==> src/rtl/pad_stream.sv <==
`default_nettype none
// ============================================================================
//  Module      : pad_stream
//  Description : Wraps an unpadded raster stream of 64-bit channel-group
//                vectors with a one-pixel zero border on every side and
//                forwards the padded frame downstream. Border vectors are
//                generated locally and never consume input.
//  Revision    : 1.0 - initial release
// ============================================================================
module pad_stream #(
    parameter int DIM_W = 16,
    parameter int GRP_W = 10
) (
    input  logic             clk,
    input  logic             rst_n,
    input  logic [DIM_W-1:0] cfg_img_width,
    input  logic [DIM_W-1:0] cfg_img_height,
    input  logic [GRP_W-1:0] cfg_ci_groups,
    input  logic             start,
    input  logic [63:0]      s_pixel,
    input  logic             s_valid,
    output logic             s_ready,
    output logic [63:0]      m_pixel,
    output logic             m_valid,
    input  logic             m_ready,
    output logic             busy,
    output logic             frame_done
);

    typedef enum logic [1:0] {
        ST_IDLE  = 2'd0,
        ST_RUN   = 2'd1,
        ST_DRAIN = 2'd2
    } state_t;

    state_t             state_q, state_d;
    logic [DIM_W-1:0]   w_q, w_d;
    logic [DIM_W-1:0]   h_q, h_d;
    logic [GRP_W-1:0]   g_q, g_d;
    // Counters only need to reach W+1 / H+1; a full-scale W or H is unsupported.
    logic [DIM_W-1:0]   row_q, row_d;
    logic [DIM_W-1:0]   col_q, col_d;
    logic [GRP_W-1:0]   grp_q, grp_d;
    logic [63:0]        m_pixel_q, m_pixel_d;
    logic               m_valid_q, m_valid_d;
    logic               frame_done_q, frame_done_d;

    logic               w_slot_free;
    logic               w_interior;
    logic               w_run;
    logic               w_load;
    logic               w_grp_last;
    logic               w_col_last;
    logic               w_row_last;
    logic               w_cfg_zero;

    // Position classification and handshake qualifiers for the current slot.
    assign w_run       = (state_q == ST_RUN);
    assign w_slot_free = !m_valid_q || m_ready;
    assign w_interior  = (row_q != '0) && (row_q <= h_q) &&
                         (col_q != '0) && (col_q <= w_q);
    assign w_load      = w_run && w_slot_free && (!w_interior || s_valid);
    assign w_grp_last  = (grp_q == g_q - GRP_W'(1));
    assign w_col_last  = (col_q == w_q + DIM_W'(1));
    assign w_row_last  = (row_q == h_q + DIM_W'(1));
    assign w_cfg_zero  = (cfg_img_width == '0) || (cfg_img_height == '0) ||
                         (cfg_ci_groups == '0);

    assign s_ready     = w_run && w_interior && w_slot_free;
    assign m_pixel     = m_pixel_q;
    assign m_valid     = m_valid_q;
    assign busy        = (state_q != ST_IDLE);
    assign frame_done  = frame_done_q;

    // State register, latched configuration, position counters and output slot.
    always_ff @(posedge clk) begin
        if (!rst_n) begin
            state_q      <= ST_IDLE;
            w_q          <= '0;
            h_q          <= '0;
            g_q          <= '0;
            row_q        <= '0;
            col_q        <= '0;
            grp_q        <= '0;
            m_pixel_q    <= '0;
            m_valid_q    <= 1'b0;
            frame_done_q <= 1'b0;
        end else begin
            state_q      <= state_d;
            w_q          <= w_d;
            h_q          <= h_d;
            g_q          <= g_d;
            row_q        <= row_d;
            col_q        <= col_d;
            grp_q        <= grp_d;
            m_pixel_q    <= m_pixel_d;
            m_valid_q    <= m_valid_d;
            frame_done_q <= frame_done_d;
        end
    end

    // Next-state logic: frame sequencing, raster walk and output slot loading.
    always_comb begin
        state_d      = state_q;
        w_d          = w_q;
        h_d          = h_q;
        g_d          = g_q;
        row_d        = row_q;
        col_d        = col_q;
        grp_d        = grp_q;
        frame_done_d = 1'b0;

        // A load always fills the slot; otherwise a downstream accept empties it.
        if (w_load) begin
            m_valid_d = 1'b1;
            m_pixel_d = w_interior ? s_pixel : 64'd0;
        end else begin
            m_valid_d = m_ready ? 1'b0 : m_valid_q;
            m_pixel_d = m_pixel_q;
        end

        case (state_q)
            ST_IDLE: begin
                if (start) begin
                    w_d     = cfg_img_width;
                    h_d     = cfg_img_height;
                    g_d     = cfg_ci_groups;
                    row_d   = '0;
                    col_d   = '0;
                    grp_d   = '0;
                    // A degenerate frame has nothing to emit; just report completion.
                    state_d = w_cfg_zero ? ST_DRAIN : ST_RUN;
                end
            end
            ST_RUN: begin
                if (w_load) begin
                    if (w_grp_last) begin
                        grp_d = '0;
                        if (w_col_last) begin
                            col_d = '0;
                            row_d = row_q + DIM_W'(1);
                        end else begin
                            col_d = col_q + DIM_W'(1);
                        end
                    end else begin
                        grp_d = grp_q + GRP_W'(1);
                    end
                    if (w_grp_last && w_col_last && w_row_last) begin
                        state_d = ST_DRAIN;
                    end
                end
            end
            ST_DRAIN: begin
                // Complete once the final vector has left or is leaving now.
                if (!m_valid_q || m_ready) begin
                    state_d      = ST_IDLE;
                    frame_done_d = 1'b1;
                end
            end
            default: begin
                state_d = ST_IDLE;
            end
        endcase
    end

endmodule
`default_nettype wire

==> config.mk <==
export PLATFORM = sky130hd
export DESIGN_NAME = pad_stream
export DESIGN_NICKNAME = d
export VERILOG_FILES = /design/src/rtl/pad_stream.sv
export SDC_FILE = /design/constraint.sdc
export NUM_CORES = 1
export LEC_CHECK = 0
export CAP_MARGIN = 10
export CORE_ASPECT_RATIO = 0.5
export CORE_MARGIN = 3
export CORE_UTILIZATION = 40
export DETAILED_ROUTE_END_ITERATION = 10
export GPL_TIMING_DRIVEN = 1
export PLACE_DENSITY_LB_ADDON = 0.15
export SETUP_SLACK_MARGIN = 0.15
export SYNTH_ARGS = -nofsm -noshare
export SYNTH_HDL_FRONTEND = slang
export SYNTH_SLANG_ARGS = --single-unit
==> constraint.sdc <==
create_clock -name clk -period 6.05 [get_ports clk]
set_input_delay 1.815 -clock clk [delete_from_list [all_inputs] [get_ports clk]]
set_output_delay 1.815 -clock clk [all_outputs]
set_load 0.005 [all_outputs]
# Yosys cells after proc, flatten, opt, wreduce, memory -nomap -nowiden
# Index checks and enable logic that the tools add are counted.
[totals]
regBits = 152
input_bits = 111
out_inout_bits = 68
word_cells = 82
[classes]
add_sub_neg = 6
n_lt_le_gt_ge = 2
n_eq_ne = 11
n_mux = 23
reduce_logical = 30
[ops]
columns = ["op", "n"]
rows = [
  ["$mux W16", 7],
  ["$add A16 B1 Y16 const B", 4],
  ["$mux W64", 1],
  ["$pmux W16 S2", 2],
  ["$eq A16 B16 Y1", 2],
  ["$le A16 B16 Y1", 2],
  ["$logic_not A16 Y1", 2],
  ["$reduce_bool A16 Y1", 2],
  ["$mux W10", 3],
  ["$pmux W10 S2", 1],
  ["$add A10 B1 Y10 const B", 1],
  ["$eq A10 B10 Y1", 1],
  ["$logic_not A10 Y1", 1],
  ["$mux W2", 5],
  ["$sub A10 B1 Y10 const B", 1],
  ["$logic_and A1 B1 Y1", 9],
  ["$ne A2 B1 Y1 const B", 4],
  ["$reduce_and A4 Y1", 2],
  ["$pmux W2 S3", 1],
  ["$reduce_bool A2 Y1", 3],
  ["$reduce_and A5 Y1", 1],
  ["$logic_or A1 B1 Y1", 4],
  ["$ne A2 B2 Y1 const B", 2],
  ["$reduce_and A2 Y1", 2],
  ["other kinds (6)", 9],
]

# Longest topological paths before layout
# Gate-level depths: netlist of the first run.
[depth]
depth_word = 9
ltp_mapped = 13
ltp_nobuf = 10

# Least setup slack after synthesis of the first run
# No wires, ideal clock.
[synth_timing]
path_type = "input to output"
start = "in m_ready"
end = "out s_ready"
arrival_ps = 2325
t_required_ps = 4235
setup_slack_ps = 1910
stages = 3
n_path_buf = 0
path_cell_list = "nand2b_1 > nor2b_1 > and3_1"
[synth_via]
elab_chain_cells = 2
[synth_rtl]
columns = ["item", "line", "source"]
rows = [
  ["start, declared", "25", "input logic m_ready,"],
  ["$logic_or A1 B1 Y1", "59", "assign w_slot_free = !m_valid_q || m_ready;"],
  ["$logic_and A1 B1 Y1", "69", "assign s_ready = w_run && w_interior && w_slot_free;"],
  ["end, declared", "22", "output logic s_ready,"],
]
# No other way between the ends.

# Worst setup path in the final report of the first run
# Ends and elaborated chain as after synthesis.

==> results of run 1 <==
==> flip-flops by register name, summed over array words and instances (netlist names) <==
register,flops
row_q,16
grp_q,10
m_valid,1
m_pixel,64
frame_done,1
w_q,16
g_q,10
state_q,2
col_q,16
h_q,16
==> metal layers <==
metal / routed length [um] / track usage (%) / vias to the layer above
li1: - / - / 4038
met1: 11200 / 26.7 / 3824
met2: 10900 / 32.3 / 152
met3: 1080 / 4.59 / 21
met4: 260 / 5.61 / 0
met5: 0 / 0 / -
==> power breakdown <==
part	switching [mW]	total (mW)	leakage [nW]	internal (mW)
Clock	0.476	1.06	0.273	0.581
Sequential	0.0329	1.05	1.23	1.02
Combinational	0.169	0.327	2.30	0.158
Total	0.678	2.44	3.80	1.76
==> cells by family after synthesis <==
| logic type | share of synthesized area [%] |
|---|---|
| DFF | 35.3 |
| buffers and inverters | 5.09 |
| muxes | 0.465 |
| AOI/OAI and AO/OA | 20.8 |
| and+or+nand+nor | 26.8 |
| adders and majority gates | 5.81 |
| xor gates and xnor gates | 5.60 |
==> through the flow <==
step                      std cells  total power, mW  cell area [um^2]  util (%)
final                          1470             2.44             11100      53.3
after global routing           1470             2.55             11100      53.3
after CTS                      1470             2.47             11100      53.3
after detailed placement       1438             1.40             10500      50.5
after global placement         1438             1.39             10500      50.5
after floorplan                1044             1.26              8610         -
==> worst max-delay path, cell delays in order <==
cell	delay, ps
clkdlybuf4s50_1	450
nand2b_1	170
nor2b_1	260
and3_1	250
clkdlybuf4s50_1	510
==> cell usage in the layout, fill, tap and decap left out, types with 5 or more instances in the layout <==
cell type,Yosys,routed
a211oi_1,6,6
a21boi_0,49,49
a21oi_1,32,32
a22oi_1,64,64
a31oi_1,23,23
a41oi_1,8,8
and2_1,8,9
and3_1,14,14
and4_1,9,8
buf_4,0,7
clkbuf_16,0,17
clkdlybuf4s50_1,0,177
dfxtp_1,152,152
ha_1,40,40
inv_1,50,50
inv_6,0,5
nand2_1,151,151
nand2b_1,7,7
nand3_1,28,28
nand3b_1,9,9
nand4_1,23,23
nor2_1,24,24
nor2b_1,76,76
nor3_1,18,18
nor4_1,22,22
nor4b_1,5,5
o211ai_1,7,7
o21a_1,5,5
o21ai_0,20,20
o22ai_1,9,9
or4_1,7,7
xnor2_1,39,39
xor2_1,16,16
==> final timing paths <==
check / cells after the start / from / slack (ps) / to
worst max register to register: 11 / h_q[13]$_SDFFE_PN0P_ / 2420 / m_pixel[59]$_SDFFE_PN0P_
worst min register to register: 2 / g_q[9]$_SDFFE_PN0P_ / 490 / g_q[9]$_SDFFE_PN0P_
worst max-delay path: 5 / m_ready / 770 / s_ready
worst min-delay path: 2 / g_q[9]$_SDFFE_PN0P_ / 490 / g_q[9]$_SDFFE_PN0P_
==> area by class of cell <==
| class | instances | area [um^2] |
|---|---|---|
| clock buffer | 17 | 425 |
| clock inverter | 15 | 155 |
| fill | 1983 | 9730 |
| inverter | 50 | 188 |
| multi-input combinational | 779 | 5130 |
| sequential | 152 | 3040 |
| tap | 273 | 342 |
| timing repair buffer | 184 | 1820 |
==> impl_metrics.prom, run 1 <==
# TYPE chip_impl_metric gauge
chip_impl_metric{name="cts.reportedPaths.clkPinSlew",unit="ps"} 70
chip_impl_info{name="synthTopCellsByArea",value="dfxtp_1 (35%), nand2_1 (6.6%), ha_1 (5.8%)"} 1
chip_impl_metric{name="vias_per_cell",unit=""} 5.47
chip_impl_metric{name="vdd.ir_drop.worst",unit="uV"} 186
chip_impl_metric{name="slew_viol_final",unit=""} 0
chip_impl_metric{name="maxCapViolations",unit=""} 0
chip_impl_info{name="rsz0062_at_grt",value="no"} 1
chip_impl_metric{name="syn-num-nets",unit=""} 1195
chip_impl_metric{name="worstPathRequired",unit="ps"} 4240
chip_impl_metric{name="worst-path-max-fanout",unit=""} 5
chip_impl_metric{name="placer_s_final_routability_congestion_estimate",unit=""} 0.918
chip_impl_metric{name="synth_async_sr_flop_share",unit="%"} 0
chip_impl_metric{name="final_nets",unit=""} 1335
chip_impl_metric{name="fraction_of_the_cycle_the_final_worst_path_needs",unit="%"} 87.2
chip_impl_metric{name="remaining_max_slew_budget_at_the_tightest_pin",unit="%"} 45.3
chip_impl_info{name="outcome",value="completed"} 1
chip_impl_metric{name="mappedNetlistArea",unit="mm^2"} 0.00861
chip_impl_metric{name="report.final.hold_viol_count",unit=""} 0
chip_impl_info{name="critPathCaptureType",value="output port"} 1
chip_impl_metric{name="yosysWarningCount",unit=""} 0
chip_impl_metric{name="antenna_found_initial",unit=""} 0
chip_impl_metric{name="maximum_frequency_from_static_timing_analysis",unit="MHz"} 189
chip_impl_metric{name="area_added_between_synthesis_and_finish",unit="%"} 29.0
chip_impl_metric{name="drc",unit=""} 0
chip_impl_metric{name="syn_area_per_cell",unit="um^2"} 8.25
chip_impl_metric{name="grt_pass1_wl",unit="mm"} 37.6
chip_impl_info{name="cts_tree",value="yes"} 1
chip_impl_info{name="ctsRootBufferMaster",value="clkbuf_16"} 1
chip_impl_metric{name="start_util",unit="%"} 41.3
chip_impl_metric{name="htree_num_levels",unit=""} 4
chip_impl_metric{name="cts-resized-gates",unit=""} 0
chip_impl_metric{name="yosys.cell_types.count",unit=""} 72
chip_impl_info{name="synthFlopType",value="dfxtp_1"} 1
chip_impl_metric{name="power.static_leakage",unit="nW"} 3.80
chip_impl_metric{name="power-per-cell-area",unit="mW/mm^2"} 220
chip_impl_metric{name="syn_inst",unit=""} 1044
chip_impl_metric{name="share_of_final_layout_standard_cells_stronger_than_drive_strength_1",unit="%"} 4.93
chip_impl_metric{name="global_route_usage_over_all_layers",unit="%"} 19.9
chip_impl_metric{name="share_of_the_synthesized_area_in_the_top_cell_type",unit="%"} 35.3
chip_impl_info{name="min_path_type",value="flip-flop to flip-flop"} 1
chip_impl_metric{name="antenna_diode_instance_count",unit=""} 0
chip_impl_info{name="worstSetupStartpointType",value="primary input"} 1
chip_impl_metric{name="postSynthRegisterBits",unit=""} 152
chip_impl_metric{name="postCtsSetupRepairBufs",unit=""} 0
chip_impl_metric{name="synth-seq-area-share",unit="%"} 35.3
chip_impl_metric{name="num_rows",unit=""} 37
chip_impl_metric{name="finalSetupViolCount",unit=""} 0
chip_impl_info{name="synth.cells.most_frequent",value="dfxtp_1 (152), nand2_1 (151), nor2b_1 (76)"} 1
chip_impl_metric{name="grt_max_degree",unit=""} 81
chip_impl_metric{name="die_height",unit="um"} 110
chip_impl_metric{name="placement.setup.worst_slack",unit="ps"} 760
chip_impl_info{name="synthMostInstantiatedCell",value="dfxtp_1"} 1
chip_impl_metric{name="route.detailed.wl_per_inst",unit="um"} 15.9
chip_impl_metric{name="floorplan.die_area",unit="mm^2"} 0.0234
chip_impl_metric{name="synth_edf_count",unit=""} 0
chip_impl_metric{name="drt-pass1-iter-count",unit=""} 5
chip_impl_metric{name="timing.hold.ws",unit="ps"} 491
chip_impl_metric{name="chipWidth",unit="um"} 213
chip_impl_metric{name="clock-skew-final",unit="ps"} 10.5
chip_impl_metric{name="worstSkewPairLatency",unit="ps"} 440
chip_impl_metric{name="sum_neg_setup_slack",unit="ps"} 0
chip_impl_metric{name="wl",unit="mm"} 23.4
chip_impl_metric{name="postRouteAntennaNets",unit=""} 0
chip_impl_info{name="critical_path_start_end_classification",value="primary input to output port"} 1
chip_impl_metric{name="io_buf_count",unit=""} 178
chip_impl_metric{name="critical_path_arrival",unit="ps"} 3460
chip_impl_metric{name="cts_made_buffers",unit=""} 17
chip_impl_metric{name="total_global_routing_overflow",unit=""} 0
chip_impl_metric{name="timing_worst_slew_pin_value",unit="ps"} 815
chip_impl_metric{name="grt_pass1_vias",unit=""} 7503
chip_impl_metric{name="clkSinkCount",unit=""} 152
chip_impl_metric{name="initialDrtViolationCount",unit=""} 465
chip_impl_metric{name="routed_vias",unit=""} 8035
chip_impl_info{name="post-synth-top-area-cell",value="dfxtp_1"} 1
chip_impl_metric{name="hold_bufs_at_cts",unit=""} 0
chip_impl_metric{name="design.core.area",unit="mm^2"} 0.0208
chip_impl_metric{name="num_io_pins",unit=""} 179
chip_impl_metric{name="dp_hpwl",unit="mm"} 17.0
chip_impl_metric{name="postLayoutSetupSlackWorst",unit="ps"} 772
chip_impl_metric{name="timing.final.crit_period",unit="ps"} 5280
chip_impl_metric{name="clockBufferDepth",unit=""} 2
(Power assumes the default switching activity.)
==> run 2: changes to the inputs <==
--- a/config.mk
+++ b/config.mk
@@ -9,8 +9,8 @@
 export CORE_ASPECT_RATIO = 0.5
 export CORE_MARGIN = 3
 export CORE_UTILIZATION = 40
+export CTS_CLUSTER_SIZE = 10
 export DETAILED_ROUTE_END_ITERATION = 10
-export GPL_TIMING_DRIVEN = 1
 export PLACE_DENSITY_LB_ADDON = 0.15
 export SETUP_SLACK_MARGIN = 0.15
 export SYNTH_ARGS = -nofsm -noshare
==> results of run 2 <==
No change in the layout: final DEF, timing and power equal those of run 1.
